===== config.mk =====
export PLATFORM = sky130hd
export DESIGN_NAME = arith_logic_unit
export DESIGN_NICKNAME = d
export VERILOG_FILES = /design/src/rtl/arith_logic_unit.sv
export SDC_FILE = /design/constraint.sdc
export NUM_CORES = 1
export LEC_CHECK = 0
export ABC_CLOCK_PERIOD_IN_PS = 2530
export BUFFER_PORTS_ARGS = -buffer_cell sky130_fd_sc_hd__buf_4
export CAP_MARGIN = 5
export CORE_ASPECT_RATIO = 1.25
export CORE_MARGIN = 2
export CORE_UTILIZATION = 50
export CTS_CLUSTER_DIAMETER = 100
export DETAILED_ROUTE_END_ITERATION = 10
export PLACE_DENSITY = 0.77
export SETUP_SLACK_MARGIN = 0.3
export SLEW_MARGIN = 10
export SYNTH_ARGS = -nofsm -noshare
export SYNTH_HDL_FRONTEND = slang
export SYNTH_SLANG_ARGS = --single-unit
export TNS_END_PERCENT = 100

===== constraint.sdc =====
create_clock -name clk -period 2.53 [get_ports clk]
set_clock_uncertainty 0.15 [all_clocks]
set_input_delay 0.1265 -clock clk [delete_from_list [all_inputs] [get_ports clk]]
set_output_delay 0.1265 -clock clk [all_outputs]
set_load 0.005 [all_outputs]

===== src/rtl/arith_logic_unit.sv =====
// arith_logic_unit: registered Nandgame-style ALU, ripple-carry arithmetic, logic unit, zr/ng flags
module arith_logic_unit #(
  parameter int WIDTH = 16
) (
  input  logic             clk,
  input  logic             rst_n,
  input  logic             in_valid,
  input  logic [WIDTH-1:0] X,
  input  logic [WIDTH-1:0] Y,
  input  logic             u,
  input  logic             op1,
  input  logic             op0,
  input  logic             zx,
  input  logic             sw,
  output logic [WIDTH-1:0] out,
  output logic             out_valid,
  output logic             zr,
  output logic             ng
);
  logic [WIDTH-1:0] xs, ys, xm, b, sum, lg, res;
  logic [WIDTH-1:0] c;
  assign xs = sw ? Y : X;
  assign ys = sw ? X : Y;
  assign xm = zx ? '0 : xs;
  assign b = op0 ? {WIDTH{op1}} : (op1 ? ~ys : ys);
  assign c[0] = op1 ^ op0;
  genvar i;
  generate
    for (i = 0; i < WIDTH; i++) begin : g_fa
      assign sum[i] = xm[i] ^ b[i] ^ c[i];
      if (i < WIDTH - 1) begin : g_c
        assign c[i+1] = (xm[i] & b[i]) | (c[i] & (xm[i] ^ b[i]));
      end
    end
  endgenerate
  assign lg = op1 ? (op0 ? ~xm : xm ^ ys) : (op0 ? xm | ys : xm & ys);
  assign res = u ? sum : lg;
  always_ff @(posedge clk or negedge rst_n) begin
    if (!rst_n) begin
      out <= '0;
      zr <= 1'b0;
      ng <= 1'b0;
      out_valid <= 1'b0;
    end else begin
      out_valid <= in_valid;
      if (in_valid) begin
        out <= res;
        zr <= res == '0;
        ng <= res[WIDTH-1];
      end
    end
  end
endmodule


==> metrics.csv <==
metric,value,unit
hold depth,1,
DR vias,2735,
Die W,71.9,µm
GRT Total Usage,0.245,
worst min-delay path class,in -> reg,
Leakage Power,2.16,nW
syn_nets,414,
top cell type by total area after synthesis,mux2i_1,
worst setup slack for register-to-register paths,1.59,ns
status,"complete, but fails checks",
CP required,2.54,ns
worst path arrival time,6.89,ns
post-DP HPWL,5960,µm
Setup CP Type,in -> reg,
Net Switching,0.550,mW
post-synth top area share,0.208,
Comb power frac,0.622,
synthesized netlist cell count,327,
CTS tree,built,
YS warnings,0,
1st-iter DRT viols,109,
post-synth cell types,43,
Clock Sinks,18,
Critical Path End Type,flip-flop,
"count leader, synth",mux2i_1,
cells on worst reg2reg path,1,
first-pass GRT wire length,12400,µm
Min-Delay Endpoint,out_valid$_DFF_PN0_,
Top Ports,59,
RSZ-0062 raised after global routing,yes,
Clk pwr share,0.126,
VDD IR max,0.202,mV
initial antenna violation count,0,
DR pass1 iterations,4,
WHS,0.0222,ns
most frequent cells after synthesis,"mux2i_1 (60), inv_1 (51), nor2_1 (38)",
routed wire length,7470,µm
P_int,0.979,mW
global placer's final weighted congestion,0.842,
chip height,88.9,µm
Worst Path Max Fanout,3,
final setup fails,14,
reg2reg start,out[15]$_DFFE_PN0P_,
"Clk Latency, worst-skew pair",0.25,ns
Port-buffer cells,58,
f_max,145,MHz
Synth area leaders,"mux2i_1 (21%), dfrtp_1 (16%), ha_1 (14%)",
ys async rst share,1.00,
Final Max Slew Viols,0,
number of max-cap violations,0,
Final Hold Vio Count,0,
Final Cycle Share,2.72,
Antenna diodes,0,
Syn-to-layout area delta,39.7,%
Post-Syn Area,0.00288,mm²
Final Net Count,534,
Pwr Density,380,mW/mm²
largest net degree at the start of global routing,37,
die area,0.00640,mm²
top_reg_cell synth,dfrtp_1,
row cnt,30,
Slew headroom,0.663,
vias in the first global route,2828,
R2R Path End,out[15]$_DFFE_PN0P_,
Congestion Overflow GR,0,
CTS root buf,clkbuf_8,
post-synthesis sequential area ratio,0.156,
H-tree levels,1,
clock tree buffer depth,2,
failing checks,negative setup slack,
Place WS,-4.65,ns
core box area,0.00552,mm²
Yosys reg bits,18,
Routed Antenna Nets,0,
mean area per synthesized cell,8.82,µm²
detailed-route wire length per cell,14.7,µm
Post-synth EDFFs,0,
worst-margin pin slew,0.501,ns
setup ws final,-4.35,ns
fin crit period,6.88,ns
Initial Util,0.523,
Hold Startpoint,in_valid,
Flop pwr share,0.252,
share of layout cells above drive strength 1,0.413,
"CTS clk-pin slew, worst paths",0.06,ns
CTS Buf Count,3,
via-per-instance ratio,5.37,
Worst setup SP type,input port,
DRC,0,
sw frac,0.360,
power groups by stage:
| stage | Combinational, mW | Sequential [mW] | Clock [mW] |
|---|---|---|---|
| floorplan | 0.489 | 0.395 | 0 |
| global placement | 0.877 | 0.389 | 0 |
| detailed placement | 0.921 | 0.391 | 0 |
| CTS | 0.950 | 0.386 | 0.197 |
| global route | 1.05 | 0.393 | 0.205 |
| finish | 0.952 | 0.385 | 0.192 |
worst max-delay path: stages:
cell,delay [ns]
buf_8,0.10
mux2i_2,0.14
nor2_1,0.12
xor2_1,0.23
fa_2,0.24
inv_2,0.04
fa_2,0.34
fa_2,0.35
fa_2,0.34
fa_2,0.34
fa_2,0.35
fa_2,0.35
fa_2,0.35
fa_2,0.35
fa_2,0.35
fa_2,0.34
fa_2,0.34
inv_2,0.07
fa_2,0.21
inv_2,0.05
fa_2,0.35
fa_2,0.37
xnor2_2,0.14
xnor3_1,0.23
a21oi_2,0.07
or3_1,0.37
o32ai_2,0.21
worst max-delay path by stage:
stage	from	endpoint	slack, ns	cells after the start
after floorplan	sw	zr$_DFFE_PN0P_	-4.56	29
after global placement	sw	zr$_DFFE_PN0P_	-4.47	27
after detailed placement	sw	zr$_DFFE_PN0P_	-4.65	27
after CTS	sw	zr$_DFFE_PN0P_	-4.34	27
after global routing	sw	zr$_DFFE_PN0P_	-4.59	27
final	sw	zr$_DFFE_PN0P_	-4.35	27
flip-flops by register name, indices dropped and copies added, names as in the netlist:
| signal | flops |
|---|---|
| out | 16 |
| zr | 1 |
| out_valid | 1 |
metal layers:
layer / up-vias / GRT usage / share of wire
li1: 1321 / - / -
met1: 1327 / 0.275 / 0.38
met2: 68 / 0.476 / 0.56
met3: 19 / 0.00676 / 0.031
met4: 0 / 0.117 / 0.032
met5: - / 0 / 0
stage by stage:
stage	total power, mW	instances	TNS [ns]	area, µm²	util
after floorplan	0.884	327	-36.38	3010	-
after global placement	1.27	504	-35.49	3930	0.713
after detailed placement	1.31	504	-37.24	3930	0.713
after CTS	1.53	509	-32.77	4030	0.730
after global routing	1.65	509	-35.23	4030	0.730
final	1.53	509	-32.94	4030	0.730
cells by family after synthesis:
| family | synth area share |
|---|---|
| AO/OA/AOI/OAI | 0.107 |
| XOR/XNOR | 0.0594 |
| flip-flops | 0.156 |
| multiplexers | 0.220 |
| adder cells (fa/ha/maj) | 0.243 |
| AND/OR/NAND/NOR | 0.104 |
| buffers and inverters | 0.111 |
area by class of cell:
class                   count  area [µm²]
multi-input cells         236        2220
fillers                   419        1490
repair buffers            137        1050
flip-flops and latches     18         450
inverters                  51         191
well taps                  64        80.1
clock buffers               3        41.3
timing repair:
action                                  4_1_cts  5_1_grt
hold buffers                                  1        0
endpoints found under the hold margin        18        0
endpoints found under the setup margin       15       16
buffers inserted                              1        0
gates resized for setup                      13        2
pin swaps                                     0        1
layout by cell type, fill, tap and decap left out, types with 2 or more instances in the layout:
cell type,netlist,final
inv_1,51,46
dfrtp_1,18,18
xor2_1,3,2
a21oi_1,3,2
mux2i_1,60,59
o21ba_1,2,2
o41ai_2,0,2
o31ai_2,0,3
ha_1,32,32
o31ai_1,7,4
o221ai_1,4,4
inv_2,0,5
buf_4,3,132
clkbuf_8,0,3
o21ba_2,3,3
buf_6,2,3
o21ai_2,0,2
nand4_1,3,3
nor2_1,38,38
xnor2_1,14,13
fa_2,0,15
nand2_1,13,13
o22ai_1,8,8
or2_2,7,7
No activity file was read; power rests on OpenSTA's default activity.
